**src/rtl/inter_send_arbiter.sv**
```systemverilog
// Round-robin owner of the single interboard transmitter: one message in flight,
// timeout-driven re-issue, and a done/err pulse back to the requester that owned it.
module inter_send_arbiter #(
   parameter int unsigned N         = 4,
   parameter int unsigned MSG_W     = 22,
   parameter int unsigned TIMEOUT   = 1023,
   parameter int unsigned MAX_RETRY = 3
) (
   input  logic                 clk,
   input  logic                 rst,
   input  logic                 interboard_rst,
   input  logic [N-1:0]         req,
   input  logic [N*MSG_W-1:0]   req_msg,
   input  logic                 inter_ready,
   output logic                 inter_en,
   output logic [MSG_W-1:0]     inter_msg,
   output logic [N-1:0]         grant,
   output logic [N-1:0]         done,
   output logic                 err,
   output logic                 busy
);

   localparam int unsigned PW = $clog2(N);
   localparam int unsigned TW = $clog2(TIMEOUT);

   typedef enum logic [1:0] {
      S_IDLE,
      S_ISSUE,
      S_WAIT,
      S_COMPLETE
   } state_t;

   state_t          state;
   logic [PW-1:0]   rr_ptr;
   logic [TW-1:0]   timer;
   logic [2:0]      retry_cnt;

   logic            win_found;
   logic [PW-1:0]   win_idx;
   logic [PW-1:0]   scan_idx;
   logic [N-1:0]    win_onehot;
   int unsigned     scan_pos;

   // Search upward starting just after the last winner, wrapping modulo N.
   always_comb begin
      win_found  = 1'b0;
      win_idx    = '0;
      scan_idx   = '0;
      scan_pos   = 0;
      win_onehot = '0;
      for (int unsigned i = 1; i <= N; i++) begin
         scan_pos = (32'(rr_ptr) + i) % N;
         scan_idx = PW'(scan_pos);
         if (!win_found && req[scan_idx]) begin
            win_found = 1'b1;
            win_idx   = scan_idx;
         end
      end
      win_onehot[win_idx] = 1'b1;
   end

   always_ff @(posedge clk or posedge rst) begin
      if (rst) begin
         state     <= S_IDLE;
         rr_ptr    <= PW'(N - 1);
         timer     <= '0;
         retry_cnt <= '0;
         inter_en  <= 1'b0;
         inter_msg <= '0;
         grant     <= '0;
         done      <= '0;
         err       <= 1'b0;
         busy      <= 1'b0;
      end else if (interboard_rst) begin
         state     <= S_IDLE;
         rr_ptr    <= PW'(N - 1);
         timer     <= '0;
         retry_cnt <= '0;
         inter_en  <= 1'b0;
         inter_msg <= '0;
         grant     <= '0;
         done      <= '0;
         err       <= 1'b0;
         busy      <= 1'b0;
      end else begin
         case (state)
            S_IDLE: begin
               done <= '0;
               err  <= 1'b0;
               if (win_found) begin
                  inter_msg <= req_msg[32'(win_idx) * MSG_W +: MSG_W];
                  grant     <= win_onehot;
                  rr_ptr    <= win_idx;
                  inter_en  <= 1'b1;
                  busy      <= 1'b1;
                  state     <= S_ISSUE;
               end
            end
            S_ISSUE: begin
               inter_en <= 1'b0;
               timer    <= '0;
               state    <= S_WAIT;
            end
            S_WAIT: begin
               timer <= timer + 1'b1;
               // Completion takes precedence over a timeout in the same cycle.
               if (inter_ready) begin
                  done  <= grant;
                  err   <= 1'b0;
                  state <= S_COMPLETE;
               end else if (timer == TW'(TIMEOUT - 1)) begin
                  if (retry_cnt < 3'(MAX_RETRY)) begin
                     retry_cnt <= retry_cnt + 1'b1;
                     inter_en  <= 1'b1;
                     state     <= S_ISSUE;
                  end else begin
                     done  <= grant;
                     err   <= 1'b1;
                     state <= S_COMPLETE;
                  end
               end
            end
            S_COMPLETE: begin
               done      <= '0;
               err       <= 1'b0;
               retry_cnt <= '0;
               grant     <= '0;
               busy      <= 1'b0;
               state     <= S_IDLE;
            end
            default: begin
               state <= S_IDLE;
            end
         endcase
      end
   end

endmodule

```
**config.mk**
```make
export PLATFORM = sky130hd
export DESIGN_NAME = inter_send_arbiter
export DESIGN_NICKNAME = d
export VERILOG_FILES = /design/src/rtl/inter_send_arbiter.sv
export SDC_FILE = /design/constraint.sdc
export NUM_CORES = 1
export LEC_CHECK = 0
export ABC_AREA = 1
export BUFFER_PORTS_ARGS = -buffer_cell sky130_fd_sc_hd__buf_4
export CAP_MARGIN = 0
export CORE_MARGIN = 5
export CORE_UTILIZATION = 32
export DETAILED_ROUTE_END_ITERATION = 16
export GPL_TIMING_DRIVEN = 0
export RECOVER_POWER = 50
export SKIP_CTS_REPAIR_TIMING = 1
export SLEW_MARGIN = 15
export SYNTH_ARGS = -nofsm -noshare
export SYNTH_HDL_FRONTEND = slang
export SYNTH_SLANG_ARGS = --single-unit
```
**constraint.sdc**
```tcl
create_clock -name clk -period 2.3 [get_ports clk]
set_input_delay 0.345 -clock clk [delete_from_list [all_inputs] [get_ports clk]]
set_output_delay 0.345 -clock clk [all_outputs]
set_load 0.03 [all_outputs]
```
# Yosys cells after proc, flatten, opt, wreduce, memory -nomap -nowiden
# Cells that the tools add are included.
[word_totals]
elab_cells = 115
regBits = 50
output_inout_bits = 33
[classes]
addsub = 6
n_shift = 1
multipliers = 1
order_cmp = 7
n_eq_ne = 10
reduce_logical = 22
muxes = 58
[op_table]
columns = ["operator", "count"]
rows = [
  ["$shiftx 88x8->22", 1],
  ["$mux 22", 3],
  ["$mux 2", 12],
  ["$mux 4", 6],
  ["$pmux 10 s2", 1],
  ["$mux 1", 19],
  ["$pmux 4 s2", 2],
  ["$lt 2x3->1 const B", 5],
  ["$mux 3", 4],
  ["$ne 3x3->1 const B", 4],
  ["$reduce_bool 3->1", 4],
  ["$add 10x1->10 const B", 1],
  ["$eq 10x10->1 const B", 1],
  ["$mux 10", 1],
  ["$bmux 1 s2", 4],
  ["$ne 4x4->1 const B", 2],
  ["$pmux 2 s4", 1],
  ["$mul 2x4->6 const B", 1],
  ["$pmux 3 s2", 1],
  ["$reduce_and 2->1", 3],
  ["$reduce_and 5->1", 1],
  ["$add 2x1->2 const B", 2],
  ["$add 2x2->2 const B", 2],
  ["$eq 2x2->1 const B", 2],
  ["15 further kinds", 22],
]

# Depth between registers and ports, before layout
[logic_depth]
depth_word = 20
ltp_mapped = 19
mapped_depth_nobuf = 16

# Worst setup path before layout
# OpenSTA, ideal clock, no wires.
[synth_path]
path_type = "reg-to-reg"
startpoint = "reg rr_ptr[0]"
endpoint = "reg inter_msg[11]"
t_arrival_ns = 1.883
path_slack_ns = 0.300
synth_period_minus_slack_ns = 2.000
path_buffers = 3
required_time_ns = 2.183
path_stages_with_launch = 19
setup_time_ns = 0.117
cell_sequence = "dfstp_2 > buf_6 > inv_8 > nand2_2 > nand2_2 > nand2_1 > nand2_4 > nor2_8 > nand3_4 > nand3_2 > nand2_2 > buf_8 > buf_6 > nand2_1 > nand2_1 > nand2_1 > nand2_1 > nand2_1 > nand2_1"
[synth_between]
elab_chain_len = 18
elab_cells_between_ends = 33
[synth_rtl]
columns = ["element", "line_no", "text"]
rows = [
  ["start, declared", "34", "logic [PW-1:0] rr_ptr;"],
  ["start signal, assigned", "65", "rr_ptr <= PW'(N - 1);"],
  ["start signal, assigned", "76", "rr_ptr <= PW'(N - 1);"],
  ["start signal, assigned", "93", "rr_ptr <= win_idx;"],
  ["$add 2x1->2", "52", "scan_pos = (32'(rr_ptr) + i) % N;"],
  ["$bmux 1 s2", "54", "if (!win_found && req[scan_idx]) begin"],
  ["$mux 1 (implied by the code)", "54", ""],
  ["$mux 1", "54", ""],
  ["$logic_not 1->1", "54", ""],
  ["$logic_and 1x1->1", "54", ""],
  ["$mux 1", "54", ""],
  ["$logic_not 1->1", "54", ""],
  ["[2 not listed]", "-", ""],
  ["$logic_not 1->1", "54", ""],
  ["$logic_and 1x1->1", "54", ""],
  ["$mux 2", "54", ""],
  ["$mul 2x4->6", "91", "inter_msg <= req_msg[32'(win_idx) * MSG_W +: MSG_W];"],
  ["$shiftx 88x8->22", "91", ""],
  ["$mux 22", "90", "if (win_found) begin"],
  ["$mux 22", "86", "case (state)"],
  ["$mux 22", "74", "end else if (interboard_rst) begin"],
  ["end signal, assigned", "91", ""],
  ["end, declared", "16", "output logic [MSG_W-1:0] inter_msg,"],
]
# Parallel ways exist; a longest one is shown, timed or not. The select of a mux whose other input is x is not followed.
# A chain may end at the register's enable or synchronous reset.

# Worst setup path in the final report
[layout_path]
startpoint = "reg rr_ptr[0]"
endpoint = "reg inter_msg[9]"
# The elaborated chain is that of the path after synthesis.

==> summary.md <==
| Metric | Value |
|---|---|
| Post-synth ARST share | 100% |
| Clk buf depth | 2 |
| Synth unique cells | 32 |
| Hold Fails Final Rpt | 0 |
| Crit start category | register |
| Via count | 3851 |
| DR DRC count | 0 |
| Clock skew | 10.7 ps |
| Synth top cells by count | nand2_1, nand3_1, dfrtp_1, inv_1, o21ai_0 |
| Post-place instance area | 0.00461 mm2 |
| EDFF count, synth | 0 |
| Max-Cap Viols | 0 |
| Clk root buf | clkbuf_8 |
| Clock-pin slew on the worst setup and hold paths | 100 ps |
| Leakage Power | 2.71 nW |
| Crit Path Max Fanout | 10 |
| DR vias/cell | 4.73 |
| Antenna viol nets, final | 0 |
| Required time worst endpoint | 2500 ps |
| Syn_area_per_cell | 6.51 um2 |
| Slowest cell on the critical path | dfstp_2 |
| First-pass GRT wire length | 17900 um |
| Post-DR wirelength/cell | 13.4 um |
| Final WL | 11000 um |
| Mapped cell area | 0.00346 mm2 |
| Worst vdd ir | 0.000581 V |
| Final WS setup | 90.0 ps |
| Finish-stage setup viols | 0 |
| Ports | 129 |
| Hold Slack | 114 ps |
| Area Overhead vs Synth | 41.0% |
| Die Ht | 114 um |
| Final HPWL DP | 8630 um |
| Sequential element share of the synthesized area | 36.2% |
| Proportion of layout cells with a drive suffix above 1 | 29.0% |
| RePlAce Congestion | 0.863 |
| Core area | 0.0107 mm2 |
| Skew-Pair Late Insertion Delay | 310 ps |
| Slowest stage delay, CP | 580 ps |
| Actual slew at the worst max-slew pin | 867 ps |
| Remaining Overflow, GRT | 0 |
| Top post-synthesis cells by area | dfrtp_1, nand2_1, nand3_1 |
| Setup tns final | 0 ps |
| Seq cells post-synth | 50 |
| Outcome | finished clean |
| Top-area cell type share of the netlist area | 34.7% |
| Minimum clock period | 2210 ps |
| IO buf count | 127 |
| CTS Buf Count | 5 |
| Most used cell, CP | nand2_1 |
| Die Wd | 114 um |
| Final non-filler cell total | 815 |
| Dpl ws | -39.2 ps |
| Placed insts | 800 |
| CP Cell Sequence | buf_8 > inv_8 > nand2_2 > nand2_4 > nand2_4 > nand2_4 > nor2_8 > nand3_4 > nand3_4 > nand2_4 > buf_8 > buf_8 > nand2_1 > nand2_1 > nand2_1 > nand2_1 > nand2_1 > nand2_1 |
| Worst hold path class | primary input to asynchronous set/reset pin |
| # nets final | 777 |
| Vias in the first global route | 3820 |
| Starting density of the core | 32.4% |
| Largest net degree at the start of global routing | 35 |
| Primary FF master, synth | dfrtp_1 |
| Synthesized net count | 635 |
| CTS H-Tree Depth | 2 |
| Synth warn | 0 |
| Initial antenna violation count | 0 |
| Total GRT Usage | 16.9% |
| Slew Limit Fails | 0 |
| Most common cell in the netlist | nand2_1 |
| RSZ-0062 raised after global routing | true |
| DRT Pass-1 Iters | 4 |
| Drt initial violations | 183 |
| Design Area, Final | 0.00488 mm2 |
| CP Class | register to register |
| CP arrival | 2410 ps |
| Pwr Density | 1250 mW/mm2 |
| Core Rows | 38 |
| Clock tree sinks | 50 |
| Yosys top cell by area | dfrtp_1 |
| Max_slew headroom | 42.2% |
| Fmax | 452 MHz |
| Die area | 0.0130 mm2 |
| Gate Count Post-Synth | 532 |
| TritonCTS clock tree | done |
| Ant. Diodes | 0 |
| Final period util | 96.1% |
| CP endpoint kind | register |
==> worst max-delay path: cells and delay by family, from the launching register on <==
| family | cells | cell delay, ps |
|---|---|---|
| buffers and inverters | 4 | 460 |
| AND/OR/NAND/NOR | 14 | 1050 |
| flip-flops | 1 | 580 |
==> cell usage in the layout (no fill, tap or decap), types with 2 or more instances in the layout <==
master,synthesis,final
clkbuf_4,0,7
ha_1,7,7
o21ai_0,15,15
clkbuf_1,5,11
nand2_4,2,6
clkbuf_8,0,5
clkbuf_2,0,5
nand3_1,61,60
o22ai_1,5,5
buf_2,13,5
nor3_1,3,3
dfrtp_1,48,48
o21ai_2,0,2
buf_4,0,125
nand4_1,3,3
nor2_1,13,12
inv_1,35,35
nand2_1,273,261
nor2_4,0,2
a22oi_1,4,4
dfstp_2,2,2
buf_8,1,5
nand2_2,10,18
nand3_4,1,2
o31ai_1,6,6
inv_2,4,4
a21oi_1,5,5
==> where the power goes <==
group | internal (mW) | switching (mW) | leakage (nW) | total, mW
combinational | 1.60 | 2.68 | 1.99 | 4.27
sequential | 1.07 | 0.125 | 0.671 | 1.20
clock | 0.326 | 0.292 | 0.0524 | 0.618
total | 2.99 | 3.10 | 2.71 | 6.09
==> worst paths after layout <==
kind                             start             to  slack, ps  cells past startpoint
min                                rst  inter_msg[12]        110                      2
min reg2reg                    done[1]        done[1]        490                      2
max reg2reg                  rr_ptr[0]   inter_msg[9]         90                     18
max in group asynchronous          rst       state[1]        900                      3
max                          rr_ptr[0]   inter_msg[9]         90                     18
min in group clk           inter_ready            err        240                      2
==> layer usage <==
metal	global-route usage, %	wire (um)	vias up
met4	2.85	73	0
met3	4.40	821	8
met2	28.2	5190	126
met1	22.4	4880	1749
met5	0	0	-
li1	-	-	1968
==> cell type report <==
cell class              count  area (um2)
fillers                  1139        5820
multi-input cells         419        2000
flip-flops and latches     50        1250
repair buffers            135        1000
plain buffers              23         184
well taps                 140         175
inverters                  40         158
clock buffers               7        76.3
clock inverters             1        30.0
==> stage by stage <==
stage	util (%)	total power, mW
2_1_floorplan	-	4.01
3_3_place_gp	42.9	5.12
3_5_place_dp	43.1	5.14
4_1_cts	44.1	5.78
5_1_grt	45.6	6.69
6_report	45.6	6.09
==> cell families (layout without fill, tap and decap cells) <==
group | Yosys count | count (layout) | share of synthesized area [%]
buffers and inverters | 63 | 206 | 8.71
flip-flops | 50 | 50 | 36.2
AO/OA/AOI/OAI | 42 | 42 | 7.48
adder cells (fa/ha/maj) | 7 | 7 | 2.53
AND/OR/NAND/NOR | 370 | 370 | 45.0
==> sequential cells by signal, summed over array words and instances, names as in the netlist, 2 cells and up <==
name	cells
done	4
state	2
retry_cnt	3
grant	4
timer	10
rr_ptr	2
inter_msg	22
(Power assumes the default switching activity.)
